`src/rtl/prog_loader_pkg.sv`:
```
// Shared encodings for the program loader: host command opcodes and controller states.
package prog_loader_pkg;

  typedef enum logic [1:0] {
    OP_IWR   = 2'b00,
    OP_DWR   = 2'b01,
    OP_START = 2'b10,
    OP_CLEAR = 2'b11
  } op_e;

  typedef enum logic [2:0] {
    IDLE    = 3'd0,
    LOAD    = 3'd1,
    RUN     = 3'd2,
    DONE    = 3'd3,
    TIMEOUT = 3'd4
  } state_e;

  function automatic logic is_write(input op_e op);
    return (op == OP_IWR) || (op == OP_DWR);
  endfunction

endpackage

```
`src/rtl/prog_loader_fifo.sv`:
```
// Synchronous command FIFO with fall-through read; i_push/i_pop must already be qualified
// by the caller. o_ready is registered from the next occupancy, so it is low during reset.
module prog_loader_fifo #(
  parameter int WIDTH = 8,
  parameter int DEPTH = 4
) (
  input  logic             clk,
  input  logic             rst_n,
  input  logic             i_push,
  input  logic             i_pop,
  input  logic [WIDTH-1:0] i_wdata,
  output logic [WIDTH-1:0] o_rdata,
  output logic             o_empty,
  output logic             o_ready
);

  localparam int AW = $clog2(DEPTH);

  logic [WIDTH-1:0] r_mem [DEPTH];
  logic [AW-1:0]    r_wr_ptr;
  logic [AW-1:0]    r_rd_ptr;
  logic [AW:0]      r_count;
  logic [AW:0]      w_count_nxt;
  logic             r_ready;

  assign o_rdata = r_mem[r_rd_ptr];
  assign o_empty = (r_count == (AW+1)'(0));
  assign o_ready = r_ready;

  always_comb begin
    w_count_nxt = r_count;
    if (i_push && !i_pop) begin
      w_count_nxt = r_count + (AW+1)'(1);
    end else if (!i_push && i_pop) begin
      w_count_nxt = r_count - (AW+1)'(1);
    end else begin
      w_count_nxt = r_count;
    end
  end

  always_ff @(posedge clk) begin
    if (i_push) begin
      r_mem[r_wr_ptr] <= i_wdata;
    end
  end

  always_ff @(posedge clk or negedge rst_n) begin
    if (!rst_n) begin
      r_wr_ptr <= '0;
      r_rd_ptr <= '0;
      r_count  <= '0;
      r_ready  <= 1'b0;
    end else begin
      if (i_push) r_wr_ptr <= r_wr_ptr + AW'(1);
      if (i_pop)  r_rd_ptr <= r_rd_ptr + AW'(1);
      r_count <= w_count_nxt;
      r_ready <= (w_count_nxt != (AW+1)'(DEPTH));
    end
  end

endmodule

```
`src/rtl/prog_loader.sv`:
```
// Host-side loader/run controller for processor_top. Optional feature macro:
// LOAD_CHECKSUM_EN adds output load_sum, the wrapping sum of every word written.
module prog_loader
  import prog_loader_pkg::*;
#(
  parameter int DATA_W         = 32,
  parameter int ADDR_W         = 10,
  parameter int FIFO_DEPTH     = 4,
  parameter int TIMEOUT_CYCLES = 1024,
  parameter int CNT_W          = 16
) (
  input  logic              clk,
  input  logic              rst_n,
  input  logic              cmd_valid,
  output logic              cmd_ready,
  input  logic [1:0]        cmd_op,
  input  logic [ADDR_W-1:0] cmd_addr,
  input  logic [DATA_W-1:0] cmd_word,
  input  logic              abort,
  output logic              core_rst,
  output logic              ins_we,
  output logic [ADDR_W-1:0] instr_addr,
  output logic [DATA_W-1:0] instr,
  output logic              data_we,
  output logic [ADDR_W-1:0] data_addr,
  output logic [DATA_W-1:0] data,
  input  logic              core_done,
  input  logic [DATA_W-1:0] core_out,
  output logic              busy,
  output logic [DATA_W-1:0] result,
  output logic              result_valid,
  output logic              timed_out,
  output logic [CNT_W-1:0]  cycle_count
`ifdef LOAD_CHECKSUM_EN
  ,
  output logic [DATA_W-1:0] load_sum
`endif
);

  localparam int CMD_W = 2 + ADDR_W + DATA_W;

  state_e            r_state, w_state_nxt;
  logic [CMD_W-1:0]  w_head;
  logic              w_empty, w_ready, w_pop, w_timeout_hit;
  op_e               w_op;
  logic [ADDR_W-1:0] w_addr;
  logic [DATA_W-1:0] w_word;
  logic [CNT_W-1:0]  w_cnt_inc;

  logic              r_core_rst, r_ins_we, r_data_we, r_busy, r_result_valid, r_timed_out;
  logic [ADDR_W-1:0] r_instr_addr, r_data_addr;
  logic [DATA_W-1:0] r_instr, r_data, r_result;
  logic [CNT_W-1:0]  r_cycle_count;

  prog_loader_fifo #(.WIDTH(CMD_W), .DEPTH(FIFO_DEPTH)) u_fifo (
    .clk     (clk),
    .rst_n   (rst_n),
    .i_push  (cmd_valid && w_ready),
    .i_pop   (w_pop),
    .i_wdata ({cmd_op, cmd_addr, cmd_word}),
    .o_rdata (w_head),
    .o_empty (w_empty),
    .o_ready (w_ready)
  );

  assign w_op   = op_e'(w_head[CMD_W-1 -: 2]);
  assign w_addr = w_head[DATA_W +: ADDR_W];
  assign w_word = w_head[DATA_W-1:0];

  // State register
  always_ff @(posedge clk or negedge rst_n) begin
    if (!rst_n) r_state <= IDLE;
    else        r_state <= w_state_nxt;
  end

  // Next-state logic; the queue is frozen while the core runs
  always_comb begin
    w_state_nxt = r_state;
    case (r_state)
      RUN: begin
        if (abort)              w_state_nxt = IDLE;
        else if (core_done)     w_state_nxt = DONE;
        else if (w_timeout_hit) w_state_nxt = TIMEOUT;
        else                    w_state_nxt = RUN;
      end
      IDLE, LOAD, DONE, TIMEOUT: begin
        if (w_pop) begin
          if (is_write(w_op))         w_state_nxt = LOAD;
          else if (w_op == OP_START)  w_state_nxt = RUN;
          else                        w_state_nxt = IDLE;
        end else if (r_state == LOAD) begin
          w_state_nxt = IDLE;
        end else begin
          w_state_nxt = r_state;
        end
      end
      default: w_state_nxt = IDLE;
    endcase
  end

  // Pop/decode strobes and the saturating run counter increment
  always_comb begin
    w_pop         = !w_empty && (r_state != RUN);
    w_timeout_hit = (r_cycle_count == CNT_W'(TIMEOUT_CYCLES - 1));
    if (r_cycle_count == {CNT_W{1'b1}}) w_cnt_inc = r_cycle_count;
    else                                w_cnt_inc = r_cycle_count + CNT_W'(1);
  end

`ifdef LOAD_CHECKSUM_EN
  logic [DATA_W-1:0] r_load_sum;
  assign load_sum = r_load_sum;
`endif

  // Registered outputs: memory write ports, core reset and run status
  always_ff @(posedge clk or negedge rst_n) begin
    if (!rst_n) begin
      r_core_rst     <= 1'b1;
      r_ins_we       <= 1'b0;
      r_data_we      <= 1'b0;
      r_instr_addr   <= '0;
      r_instr        <= '0;
      r_data_addr    <= '0;
      r_data         <= '0;
      r_busy         <= 1'b0;
      r_result       <= '0;
      r_result_valid <= 1'b0;
      r_timed_out    <= 1'b0;
      r_cycle_count  <= '0;
`ifdef LOAD_CHECKSUM_EN
      r_load_sum     <= '0;
`endif
    end else begin
      r_ins_we   <= 1'b0;
      r_data_we  <= 1'b0;
      r_core_rst <= (w_state_nxt != RUN);
      r_busy     <= (w_state_nxt == LOAD) || (w_state_nxt == RUN);
      if (r_state == RUN) begin
        r_cycle_count <= w_cnt_inc;
        if (!abort && core_done) begin
          r_result       <= core_out;
          r_result_valid <= 1'b1;
        end else if (!abort && w_timeout_hit) begin
          r_timed_out <= 1'b1;
        end
      end else if (w_pop) begin
        case (w_op)
          OP_IWR: begin
            r_ins_we     <= 1'b1;
            r_instr_addr <= w_addr;
            r_instr      <= w_word;
`ifdef LOAD_CHECKSUM_EN
            r_load_sum   <= r_load_sum + w_word;
`endif
          end
          OP_DWR: begin
            r_data_we    <= 1'b1;
            r_data_addr  <= w_addr;
            r_data       <= w_word;
`ifdef LOAD_CHECKSUM_EN
            r_load_sum   <= r_load_sum + w_word;
`endif
          end
          OP_START: begin
            r_cycle_count  <= '0;
            r_result_valid <= 1'b0;
            r_timed_out    <= 1'b0;
          end
          OP_CLEAR: begin
            r_result       <= '0;
            r_result_valid <= 1'b0;
            r_timed_out    <= 1'b0;
            r_cycle_count  <= '0;
`ifdef LOAD_CHECKSUM_EN
            r_load_sum     <= '0;
`endif
          end
          default: r_cycle_count <= r_cycle_count;
        endcase
      end
    end
  end

  assign cmd_ready    = w_ready;
  assign core_rst     = r_core_rst;
  assign ins_we       = r_ins_we;
  assign instr_addr   = r_instr_addr;
  assign instr        = r_instr;
  assign data_we      = r_data_we;
  assign data_addr    = r_data_addr;
  assign data         = r_data;
  assign busy         = r_busy;
  assign result       = r_result;
  assign result_valid = r_result_valid;
  assign timed_out    = r_timed_out;
  assign cycle_count  = r_cycle_count;

endmodule

```
`config.mk`:
```
export PLATFORM = sky130hd
export DESIGN_NAME = prog_loader
export DESIGN_NICKNAME = d
export VERILOG_FILES = /design/src/rtl/prog_loader_pkg.sv /design/src/rtl/prog_loader_fifo.sv /design/src/rtl/prog_loader.sv
export SDC_FILE = /design/constraint.sdc
export NUM_CORES = 1
export LEC_CHECK = 0
export BUFFER_PORTS_ARGS = -buffer_cell sky130_fd_sc_hd__buf_2
export CELL_PAD_IN_SITES_DETAIL_PLACEMENT = 1
export CELL_PAD_IN_SITES_GLOBAL_PLACEMENT = 1
export CORE_ASPECT_RATIO = 1.1
export CORE_UTILIZATION = 47
export CTS_CLUSTER_DIAMETER = 150
export DETAILED_ROUTE_END_ITERATION = 8
export PLACE_DENSITY = 0.85
export SYNTH_ARGS = -nofsm -noshare
export SYNTH_HDL_FRONTEND = slang
export SYNTH_SLANG_ARGS = --single-unit
export TNS_END_PERCENT = 1
```
`constraint.sdc`:
```
create_clock -name clk -period 2.8 [get_ports clk]
set_input_delay 0.42 -clock clk [delete_from_list [all_inputs] [get_ports clk]]
set_output_delay 0.42 -clock clk [all_outputs]
set_load 0.02 [all_outputs]
```
==> flow_summary.yaml <==
run_status:
  status: "completed"
clock_tree:
  cts_tree: "yes"
  cts_inserted_buffers: 34
  path_clk_slew_ns: 0.06
  htree_levels: 2
  root_buffer: "clkbuf_16"
  clock-sinks: 325
  clock_latency_ns: 0.51
  post_cts_resized: 0
  cts_buffer_depth: 3
synth:
  ys_seq_area_share_pct: 72.9
  synth.distinct_cells: 47
  yosysTopAreaCell: "edfxtp_1"
  yosysWarningCount: 0
  ys_top_cells_by_count: "edfxtp_1 (176), dfrtp_1 (148), mux2_2 (81)"
  yosysMostFrequentCell: "edfxtp_1"
  avgSynthCellArea_sq_um: 18.8
  synth_nets: 747
  netlist_instances: 658
  synth_top_area_share_pct: 42.7
  synth-main-ff-cell: "edfxtp_1"
  ys_ff_latch: 325
  postSynth.asyncResetShare_pct: 45.8
  netlist_top_cells_area: "edfxtp_1 (43%), dfrtp_1 (30%), mux4_2 (8.0%)"
  synth_edf_count: 176
  syn_area_sq_um: 12400
placement:
  hpwlAfterDp_um: 18900
  placed_area_sq_um: 14000
  post-place-ws_ns: 0.476
  port_buffers: 219
  gp_congestion: 0.811
finish:
  nNetsFinal: 997
  layout-drive-gt1-share_pct: 45.6
  area_growth_pct: 21.6
  postLayoutCoreUtil_pct: 58.8
  nFillCells: 2377
  multi_input_area_sq_um: 3160
  register_area_sq_um: 9020
  fin_area_sq_um: 15000
setup_path:
  crit_required_ns: 3.20
  end_kind: "flip-flop"
  worstSetupPathType: "flip-flop to flip-flop"
  crit_arrival_ns: 2.70
  critPathMaxFanout: 27
  startpoint_type: "flip-flop"
drt:
  wire_per_inst_um: 21.9
  via_count: 7015
  drtIter0Drc: 466
  firstDrtPassIters: 5
  drtAntennaViolNets: 0
  drt_wl_total_um: 28100
  drc_errors: 0
  viasPerCell: 5.47
hold_path:
  hold_class: "primary input to flip-flop"
power_and_ir_drop:
  peakVddDrop_mv: 0.683
  cellLeakagePower_nw: 6.12
  power_density_nw_per_um2: 1210
  power.total_w: 0.0182
timing:
  setup_viol: 0
  rsz0062_at_grt: "false"
  fin_ws_ns: 0.494
  finClkSkew_ns: 0.0197
  maxSlewViolCount: 0
  tns_ns: 0
  fin_crit_ns: 2.31
  hold_viol_final: 0
  max_freq_mhz: 434
  max_slew_margin_pct: 51.5
  tightestPinTransition_ns: 0.726
  timing.final.crit_share_pct: 82.4
global_routing:
  grt_pass1_vias: 7720
  grt_max_degree: 87
  grt-ovfl-total: 0
  antenna_found_initial: 6
  grt_usage_pct: 21.5
  grt_pass1_wl_um: 43700
die:
  io_pins: 220
  coreArea_sq_um: 25600
  start_util_pct: 48.4
  die_area_sq_um: 27000
  std_cell_rows: 61
  die_h_um: 172
  die_width_um: 157
run:
  max-cap-violations: 0
[final cells by class]
class	instances	area share, %
sequential	325	60.0
timing repair buffer	243	8.88
clock inverter	16	0.949
tap	346	2.88
inverter	7	0.175
antenna	3	0.0499
clock buffer	46	6.10
multi-input combinational	297	21.0
[flip-flops by register name (all words and copies together), names as in the netlist]
register and cells:
u_fifo.r_mem 176, data 32, instr 32, result 32, cycle_count 16, data_addr 10, instr_addr 10, r_state 3
u_fifo.r_count 3, u_fifo.r_rd_ptr 2, u_fifo.r_wr_ptr 2, busy 1, core_rst 1, data_we 1, ins_we 1, result_valid 1
timed_out 1, u_fifo.o_ready 1
[cells in the final DEF, fill, tap and decap left out, drive strengths merged, types with 4 or more instances in the layout]
cell and count:
ha 8, a21oi 6, or4 6, buf 242
clkinv 12, mux2 85, nand3 9, edfxtp 176
mux4 44, xnor2 12, o31ai 4, a22o 32
and3 5, nor3 4, nand2 24, o21ai 4
inv 9, clkbuf 46, a2111oi 4, nor2 15
dfrtp 148
[final timing paths]
check / depth (start not counted) / slack (ns) / from / endpoint
worst min-delay path: 1 / 0.12 / cmd_word[1] / u_fifo.r_mem[3][1]$_DFFE_PP_
max in group asynchronous: 3 / 1.55 / rst_n / u_fifo.r_rd_ptr[0]$_DFFE_PN0P_
worst min register to register: 1 / 0.49 / data[13]$_DFFE_PN0P_ / data[13]$_DFFE_PN0P_
worst max-delay path: 4 / 0.49 / u_fifo.r_rd_ptr[0]$_DFFE_PN0P_ / data[31]$_DFFE_PN0P_
min in group asynchronous: 2 / 0.37 / rst_n / data[5]$_DFFE_PN0P_
worst max register to register: 4 / 0.49 / u_fifo.r_rd_ptr[0]$_DFFE_PN0P_ / data[31]$_DFFE_PN0P_
[cell families (layout without fill, tap and decap cells)]
kind of cell               after synthesis  in the layout  synth area share (%)
muxes                                  130            130                  15.8
and+or+nand+nor                         86             86                  3.99
DFF                                    325            325                  72.9
buffers and inverters                   36            312                  1.69
xor gates and xnor gates                14             14                 0.991
adders and majority gates                8              8                 0.809
other                                    0              3                     0
AOI/OAI and AO/OA                       59             59                  3.80
[per-layer routing]
layer  vias up  share of wire, %  track usage, %
li1       3071                 -               -
met3        41               7.6            5.89
met1      3640                41            26.6
met5         -              0.14               0
met4         6               1.5            5.07
met2       257                50            37.4
[critical path: stages (launching register included)]
cell	delay (ns)
dfrtp_4	0.44
mux4_2	0.64
nor4b_4	0.28
buf_4	0.41
mux2_2	0.40
[report_power, final]
group | switching (W) | leakage [nW] | internal, W | total (W)
Sequential | 0.000653 | 3.47 | 0.00658 | 0.00723
Clock | 0.00178 | 0.522 | 0.00250 | 0.00428
Combinational | 0.00383 | 2.13 | 0.00284 | 0.00667
[metrics by stage]
| stage | cells | hold slack [ns] |
|---|---|---|
| after floorplan | 658 | 0.124 |
| after global placement | 1217 | 0.272 |
| after detailed placement | 1217 | 0.278 |
| after CTS | 1280 | 0.101 |
| after global routing | 1281 | 0.101 |
| final | 1283 | 0.119 |
[repair_timing]
action | CTS | global route
hold buffers | 1 | 0
buffers inserted | 0 | 0
endpoints found under the hold margin | 18 | 0
Note: power is estimated with default switching activity, not from simulation.
